**config.mk**
```make
export PLATFORM = sky130hd
export DESIGN_NAME = seg_scan_driver
export DESIGN_NICKNAME = d
export VERILOG_FILES = /design/src/rtl/seg_pkg.sv /design/src/rtl/seg_hex_decode.sv /design/src/rtl/seg_scan_driver.sv
export SDC_FILE = /design/constraint.sdc
export NUM_CORES = 1
export LEC_CHECK = 0
export CAP_MARGIN = 0
export CELL_PAD_IN_SITES_DETAIL_PLACEMENT = 1
export CELL_PAD_IN_SITES_GLOBAL_PLACEMENT = 1
export CORE_UTILIZATION = 38
export CTS_CLUSTER_DIAMETER = 60
export DETAILED_ROUTE_END_ITERATION = 10
export DONT_BUFFER_PORTS = 1
export GPL_ROUTABILITY_DRIVEN = 0
export MAX_ROUTING_LAYER = met4
export PLACE_DENSITY = 0.72
export SLEW_MARGIN = 30
export SYNTH_ARGS = -nofsm -noshare
export SYNTH_HDL_FRONTEND = slang
export SYNTH_HIERARCHICAL = 1
export SYNTH_SLANG_ARGS = --single-unit
```
**constraint.sdc**
```tcl
create_clock -name clk -period 3.4 [get_ports clk]
set_clock_uncertainty 0.15 [all_clocks]
set_input_delay 0 -clock clk [delete_from_list [all_inputs] [get_ports clk]]
set_output_delay 0 -clock clk [all_outputs]
set_load 0.01 [all_outputs]
```
**src/rtl/seg_pkg.sv**
```systemverilog
// Shared segment encodings for the multiplexed seven-segment scan driver.
// Segment patterns are active-low, ordered a,b,c,d,e,f,g (bit6..bit0).
package seg_pkg;

    typedef logic [7:0] seg_t;

    localparam seg_t SegBlank = 8'hFF;

    localparam logic [6:0] SegHex0 = 7'b0000001;
    localparam logic [6:0] SegHex1 = 7'b1001111;
    localparam logic [6:0] SegHex2 = 7'b0010010;
    localparam logic [6:0] SegHex3 = 7'b0000110;
    localparam logic [6:0] SegHex4 = 7'b1001100;
    localparam logic [6:0] SegHex5 = 7'b0100100;
    localparam logic [6:0] SegHex6 = 7'b0100000;
    localparam logic [6:0] SegHex7 = 7'b0001111;
    localparam logic [6:0] SegHex8 = 7'b0000000;
    localparam logic [6:0] SegHex9 = 7'b0000100;
    localparam logic [6:0] SegHexA = 7'b0001000;
    localparam logic [6:0] SegHexB = 7'b1100000;
    localparam logic [6:0] SegHexC = 7'b0110001;
    localparam logic [6:0] SegHexD = 7'b1000010;
    localparam logic [6:0] SegHexE = 7'b0110000;
    localparam logic [6:0] SegHexF = 7'b0111000;

    // Appends the active-low decimal point to a glyph.
    function automatic seg_t seg_pack(input logic [6:0] abcdefg, input logic dp_on);
        return {abcdefg, ~dp_on};
    endfunction

endpackage

```
**src/rtl/seg_hex_decode.sv**
```systemverilog
// Combinational hex nibble to active-low seven-segment glyph decoder.
module seg_hex_decode
    import seg_pkg::*;
(
    input  logic [3:0] nibble_i,
    output logic [6:0] seg_o
);

    always_comb begin
        seg_o = SegHex0;
        unique case (nibble_i)
            4'h0: seg_o = SegHex0;
            4'h1: seg_o = SegHex1;
            4'h2: seg_o = SegHex2;
            4'h3: seg_o = SegHex3;
            4'h4: seg_o = SegHex4;
            4'h5: seg_o = SegHex5;
            4'h6: seg_o = SegHex6;
            4'h7: seg_o = SegHex7;
            4'h8: seg_o = SegHex8;
            4'h9: seg_o = SegHex9;
            4'hA: seg_o = SegHexA;
            4'hB: seg_o = SegHexB;
            4'hC: seg_o = SegHexC;
            4'hD: seg_o = SegHexD;
            4'hE: seg_o = SegHexE;
            4'hF: seg_o = SegHexF;
        endcase
    end

endmodule

```
**src/rtl/seg_scan_driver.sv**
```systemverilog
// Time-multiplexed seven-segment scan driver with shadowed display data,
// PWM brightness, per-digit blanking and leading-zero suppression.
module seg_scan_driver
    import seg_pkg::*;
#(
    parameter int unsigned NUM_DIGITS = 8,
    parameter int unsigned DIV_WIDTH  = 11
) (
    input  logic                    clk,
    input  logic                    rst_n,
    input  logic                    load,
    input  logic [4*NUM_DIGITS-1:0] value,
    input  logic [NUM_DIGITS-1:0]   dp_in,
    input  logic [NUM_DIGITS-1:0]   blank_mask,
    input  logic                    lz_en,
    input  logic [3:0]              bright,
    output logic [7:0]              seg,
    output logic [NUM_DIGITS-1:0]   an,
    output logic                    frame_done
);

    localparam int unsigned    DigW    = (NUM_DIGITS > 1) ? $clog2(NUM_DIGITS) : 1;
    localparam logic [DigW-1:0] LastDig = DigW'(NUM_DIGITS - 1);

    logic [DIV_WIDTH-1:0]    div_cnt_q, div_cnt_d;
    logic [DigW-1:0]         dig_q, dig_d;
    logic                    run_q, run_d;
    logic [4*NUM_DIGITS-1:0] value_q, value_d;
    logic [NUM_DIGITS-1:0]   dp_q, dp_d;
    logic [NUM_DIGITS-1:0]   blank_q, blank_d;
    seg_t                    seg_q, seg_d;
    logic [NUM_DIGITS-1:0]   an_q, an_d;
    logic                    frame_done_q, frame_done_d;

    logic                    slot_end;
    logic [3:0]              phase;
    logic [3:0]              cur_nib;
    logic                    cur_dp, cur_blank, cur_sup;
    logic                    show;
    logic [6:0]              cur_glyph;
    logic [NUM_DIGITS-1:0]   suppress;

    // Slot/digit sequencing and shadow capture.
    always_comb begin
        slot_end  = &div_cnt_q;
        div_cnt_d = div_cnt_q + DIV_WIDTH'(1);
        dig_d     = dig_q;
        if (slot_end) begin
            dig_d = (dig_q == LastDig) ? '0 : dig_q + DigW'(1);
        end
        // Holds outputs dark for the first cycle after reset release.
        run_d   = 1'b1;
        value_d = load ? value      : value_q;
        dp_d    = load ? dp_in      : dp_q;
        blank_d = load ? blank_mask : blank_q;
    end

    // A digit is suppressed when it and every more significant nibble are zero.
    always_comb begin
        logic zero_above;
        zero_above = 1'b1;
        suppress   = '0;
        for (int k = NUM_DIGITS - 1; k > 0; k--) begin
            zero_above  = zero_above & (value_q[4*k +: 4] == 4'h0);
            suppress[k] = lz_en & zero_above;
        end
    end

    always_comb begin
        cur_nib   = '0;
        cur_dp    = 1'b0;
        cur_blank = 1'b0;
        cur_sup   = 1'b0;
        for (int k = 0; k < NUM_DIGITS; k++) begin
            if (dig_q == DigW'(k)) begin
                cur_nib   = value_q[4*k +: 4];
                cur_dp    = dp_q[k];
                cur_blank = blank_q[k];
                cur_sup   = suppress[k];
            end
        end
    end

    seg_hex_decode u_hex_decode (
        .nibble_i (cur_nib),
        .seg_o    (cur_glyph)
    );

    // Top four divider bits form the PWM phase; bright 15 keeps the digit lit all slot.
    always_comb begin
        phase        = div_cnt_q[DIV_WIDTH-1 -: 4];
        show         = run_q && (phase <= bright) && !cur_blank && !cur_sup;
        seg_d        = show ? seg_pack(cur_glyph, cur_dp) : SegBlank;
        an_d         = '1;
        for (int k = 0; k < NUM_DIGITS; k++) begin
            an_d[k] = ~(show && (dig_q == DigW'(k)));
        end
        frame_done_d = slot_end && (dig_q == LastDig);
    end

    always_ff @(posedge clk or negedge rst_n) begin
        if (!rst_n) begin
            div_cnt_q    <= '0;
            dig_q        <= '0;
            run_q        <= 1'b0;
            value_q      <= '0;
            dp_q         <= '0;
            blank_q      <= '0;
            seg_q        <= SegBlank;
            an_q         <= '1;
            frame_done_q <= 1'b0;
        end else begin
            div_cnt_q    <= div_cnt_d;
            dig_q        <= dig_d;
            run_q        <= run_d;
            value_q      <= value_d;
            dp_q         <= dp_d;
            blank_q      <= blank_d;
            seg_q        <= seg_d;
            an_q         <= an_d;
            frame_done_q <= frame_done_d;
        end
    end

    assign seg        = seg_q;
    assign an         = an_q;
    assign frame_done = frame_done_q;

endmodule

```
# Word-level counts from Yosys, hierarchy flattened

Memory sizes are Yosys's and may differ from the RTL's.
Cells that the tools add are included.
Widths: inputs -> output; s select.

Flip-flop bits (word level): 80
ROM bits: 112
Bits of input ports: 56
Output and inout bits: 17
Word-level logic and storage cells: 98
Memories: 1

Add/sub/neg operators: 2
Magnitude comparators: 1
Eq/ne operators: 7
Muxes and demuxes: 33
Bitwise operators: 22
Reduce and logical (&&, ||, !) cells: 23

Memory list:

| name            | depth | bits a word | read ports | clocked after memory_dff | wr ports | line                 | text |
|---|---|---|---|---|---|---|---|
| (no name shown) | 16    | 7           | 1          | 0                        | 0        | seg_hex_decode.sv:11 | `unique case (nibble_i)` |

Operator list:

| operator              | number |
|---|---|
| $mux 4                | 8 |
| $logic_not 4->1       | 7 |
| $mux 1                | 23 |
| $and 1x1->1           | 13 |
| $eq 3x3->1 const B    | 4 |
| $logic_and 1x1->1     | 12 |
| $add 11x1->11 const B | 1 |
| $reduce_and 11->1     | 1 |
| $not 1->1             | 9 |
| $mux 8                | 1 |
| $eq 3x2->1 const B    | 2 |
| $le 4x4->1            | 1 |
| $add 3x1->3 const B   | 1 |
| $eq 3x1->1 const B    | 1 |
| $logic_not 3->1       | 1 |
| $mux 3                | 1 |
| $logic_not 1->1       | 2 |

# Depth between registers and ports, before layout

Word-level depth: 19
Mapped depth: 15
Depth with buffers taken out: 13

# Hierarchy

Netlist, hierarchy kept.

By module, submodules not included:

| module          | instances | cells an instance | area each (um^2) | sequential area each (um^2) |
|---|---|---|---|---|
| seg_scan_driver | 1         | 315               | 3774.9           | 2021.9 |
| seg_hex_decode  | 1         | 32                | 275.3            | 0.0 |

# Least setup slack after synthesis

No wires, ideal clock.

Path type: reg-to-reg
From: reg dig_q[0]
To: reg seg_q[4] (netlist: seg[4])
Setup time: 85 ps
Data arrival time: 3077 ps
Required time: 3165 ps
Slack: 88 ps
Stages on the path, launching flop included: 13
Buffers on the path: 1
Clock period less this slack: 3312 ps
Path through: dfrtp_1 -> ha_1 -> ha_1 -> clkbuf_1 -> nor2_1 -> a32oi_1 -> a21o_1 -> a31oi_1 -> inv_1 -> ha_1 -> inv_1 -> mux4_1 -> nand3b_2

Elaborated cells on any way between the ends: 37
Those cells by class: eq/ne (7); mux (24); reduce/logical (5); memory (1)

RTL lines:

| item                     | line                   | text |
|---|---|---|
| start: declaration       | seg_scan_driver.sv:26  | `logic [DigW-1:0] dig_q, dig_d;` |
| start signal: assignment | seg_scan_driver.sv:114 | `dig_q <= dig_d;` |
| $logic_not 3->1          | seg_scan_driver.sv:75  | `if (dig_q == DigW'(k)) begin` |
| $mux 4 (7 in series)     | seg_scan_driver.sv:75  |  |
| $mux 4 *                 | seg_scan_driver.sv:75  |  |
| named net cur_nib[0]     | seg_scan_driver.sv:37  | `logic [3:0] cur_nib;` |
| $mem_v2 16x7 *           | -                      |  |
| named net cur_glyph[3]   | seg_scan_driver.sv:40  | `logic [6:0] cur_glyph;` |
| $mux 8 *                 | seg_scan_driver.sv:93  | `seg_d = show ? seg_pack(cur_glyph, cur_dp) : SegBlank;` |
| named net seg_d[4]       | seg_scan_driver.sv:31  | `seg_t seg_q, seg_d;` |
| end signal: assignment   | seg_scan_driver.sv:109 | `seg_q <= SegBlank;` |
| end signal: assignment   | seg_scan_driver.sv:119 | `seg_q <= seg_d;` |
| end: declaration         | seg_scan_driver.sv:31  |  |

Mark *: on every way through the listed nets, which the timed path passes. The rest lies on a longest branch.
A chain may end at the register's enable or synchronous reset.

# Final worst setup path

From: reg dig_q[1]
To: reg seg_q[4] (netlist: seg[4])

Same word-level chain as after synthesis.

==> impl_metrics.py <==
metrics = {
    "status": {
        "status": "completed",
    },
    "clock_network": {
        "numCtsBuffers": 9,
        "cts_tree": "built",
        "ctsHtreeMaxLevel": 3,
        "clockRootBuffer": "clkbuf_8",
        "cts.sinks": 80,
        "clock_path_buffers": 2,
        "clk_latency_ns": 0.36,
        "cts.clk_slew.worst_paths_ns": 0.09,
    },
    "pwr": {
        "pwr-share-clk": 0.338,
        "seqPwrFrac": 0.499,
        "combPwrFrac": 0.163,
        "p_total_mw": 2.18,
        "p_sw_frac": 0.264,
        "p_leak_nw": 2.28,
        "p_int_mw": 1.61,
        "p_switching_mw": 0.576,
        "ir_drop_v": 0.000247,
        "powerDensity_mw_per_mm2": 403,
    },
    "placement": {
        "hpwl_um": 6830,
        "portBuffers": 0,
    },
    "timing": {
        "clock.fmax_mhz": 319,
        "period_share": 0.922,
        "rsz0062_at_grt": "false",
        "period_needed_ns": 3.14,
        "hold_viol_final": 0,
        "setup_tns_ns": 0,
        "slew_headroom": 0.564,
        "worst_pin_slew_ns": 0.653,
        "setup_viol": 0,
        "maxSlewViolCount": 0,
    },
    "critical_path": {
        "crit_type": "reg2reg",
        "start_kind": "flop",
        "required_ns": 3.51,
        "crit_path_cell_trace": "inv_1 > ha_2 > a21oi_1 > o21ai_1 > a32oi_1 > a21o_1 > a31oi_1 > inv_1 > ha_1 > inv_1 > mux4_1 > nand3b_2",
        "cp-end-kind": "flop",
        "slowest_delay_ns": 0.46,
        "cp_slowest_cell": "mux4_1",
        "cp_data_arrival_time_ns": 3.24,
        "critPathTopFamily": "compound AO/OA/AOI/OAI gates",
        "crit_top_cell": "inv_1",
        "crit_buf_inv": 3,
        "cp_max_fo": 17,
    },
    "floorplanning": {
        "die_x_um": 105,
        "pin_count": 73,
        "die_area_mm2": 0.0111,
        "coreArea_mm2": 0.0103,
        "die_y_um": 105,
        "start_util": 0.392,
        "num_rows": 37,
    },
    "logic_synthesis": {
        "synth_cell_types": 56,
        "synth_top_area_frac": 0.395,
        "ys_ff_latch": 80,
        "synth_seq_area_share": 0.499,
        "yosys-top-cells-area": "dfrtp_1 (40%), dfstp_2 (10%), mux2_2 (8.3%)",
        "synth_flop_cell": "dfrtp_1",
        "synth_edf_count": 0,
        "yosys_warnings": 6,
        "synth_fp_nets": 421,
        "synthCells": 347,
        "syn_area_mm2": 0.00405,
        "synth_area_leader_cell": "dfrtp_1",
        "async_flop_share": 1.00,
        "syn_avg_cell_area_um2": 11.7,
    },
    "layout": {
        "antennaDiodeCount": 0,
        "fin_util": 0.525,
        "layout-drive-gt1-share": 0.199,
        "fill_cells": 1078,
        "nets": 522,
        "syn_to_final_growth_pct": 33.9,
    },
    "route": {
        "vias": 3100,
        "drc_errors": 0,
        "ant_nets": 0,
        "drt_iter0_markers": 127,
        "wirelength_um": 11700,
        "dr.pass1.iters": 4,
        "routed_via_density": 5.26,
        "wl_per_cell_um": 19.8,
    },
    "global_routing": {
        "antenna_found_initial": 0,
        "overflow": 0,
        "grt_pass1_wl_um": 19500,
        "grt_max_degree": 81,
        "grt_use_total": 0.238,
        "grt_pass1_vias": 3568,
    },
    "hold_path": {
        "hp-class": "in2async",
    },
    "flow_run": {
        "maxCapViolations": 0,
    },
}
==> sequential cells by signal, summed over array words and instances (netlist names) <==
name	cells
dig_q	3
run_q	1
frame_done	1
seg	8
dp_q	8
blank_q	8
value_q	32
an	8
div_cnt_q	11
==> Yosys cell counts, types with 3 or more instances <==
master    number
dfrtp_1       64
mux2_2        30
nand2_1       24
ha_1          18
mux2_1        18
nor2_1        18
dfstp_2       16
a21oi_1       15
inv_1         14
o21ai_0        8
mux2i_1        6
o211ai_1       6
buf_1          5
buf_6          5
nand3_1        5
nand3b_1       5
nor4_1         5
o21ai_1        5
xor2_1         5
a31oi_1        4
buf_2          4
clkbuf_1       4
nand3_2        4
nand3b_2       4
nand4_1        4
nor3_1         4
xnor2_1        4
and3_1         3
==> cell usage in the layout (no fill, tap or decap), types with 8 or more instances in the layout <==
cell,instances
nand2_1,24
o21ai_0,8
nor2_1,17
clkbuf_8,10
dfrtp_1,64
a21oi_1,15
buf_4,9
inv_1,14
mux2_2,30
mux2_1,18
ha_1,16
dlygate4sd3_1,97
dfstp_2,16
==> per-stage QoR <==
stage / cells / hold slack [ns] / area (µm²) / worst slack [ns]
floorplan: 347 / -0.446 / 4050 / 0.0881
global placement: 474 / -0.441 / 4180 / 0.336
detailed placement: 474 / -0.441 / 4180 / 0.216
CTS: 589 / 0.103 / 5410 / 0.179
global route: 589 / 0.114 / 5420 / 0.0436
finish: 589 / 0.0925 / 5420 / 0.265
==> area by class of cell <==
type,count,area (µm²),area share
clock buffer,10,138,0.0254
multi-input combinational,234,1880,0.346
tap,136,170,0.0314
sequential,80,2020,0.373
inverter,15,56.3,0.0104
clock inverter,6,67.6,0.0125
timing repair buffer,108,1090,0.202
==> metal layers <==
| metal | track usage | up-vias | routed length (µm) |
|---|---|---|---|
| li1 | - | 1445 | - |
| met1 | 0.277 | 1554 | 4880 |
| met2 | 0.414 | 83 | 6120 |
| met3 | 0.0470 | 18 | 463 |
| met4 | 0.0724 | 0 | 199 |
| met5 | - | - | 0 |
==> cells by family (layout without fill, tap and decap cells) <==
| kind of cell | after synthesis | in the layout | synth area share |
|---|---|---|---|
| flops | 80 | 80 | 0.499 |
| fa+ha+maj | 18 | 18 | 0.0556 |
| xor+xnor | 9 | 9 | 0.0195 |
| compound gates | 58 | 58 | 0.0945 |
| buf+inv | 33 | 139 | 0.0411 |
| simple gates | 93 | 93 | 0.134 |
| mux | 55 | 55 | 0.155 |
| other cells | 1 | 1 | 0.000926 |
==> power groups by stage <==
| stage | combinational, mW | sequential, mW | clock, mW |
|---|---|---|---|
| 2_1_floorplan | 0.159 | 1.08 | 0 |
| 6_report | 0.356 | 1.09 | 0.738 |
| 3_5_place_dp | 0.180 | 1.10 | 0 |
| 5_1_grt | 0.391 | 1.10 | 0.788 |
| 4_1_cts | 0.342 | 1.08 | 0.745 |
| 3_3_place_gp | 0.172 | 1.10 | 0 |
==> what timing repair did <==
item,in CTS,in global routing
hold buffers,99,0
setup endpoints to repair,0,4
setup buffers,0,0
gates resized for setup,0,4
hold endpoints to repair,128,0
==> final timing paths <==
kind,start,endpoint,slack (ns),cells past startpoint
max in group asynchronous,rst_n,an[1],2.66,2
worst min register to register,div_cnt_q[0],div_cnt_q[0],0.33,1
worst min-delay path,rst_n,div_cnt_q[9],0.09,2
min in group clk,blank_mask[3],blank_q[3],0.18,3
worst max register to register,dig_q[1],seg[4],0.26,12
worst max-delay path,dig_q[1],seg[4],0.26,12
No activity file was read; power rests on OpenSTA's default activity.
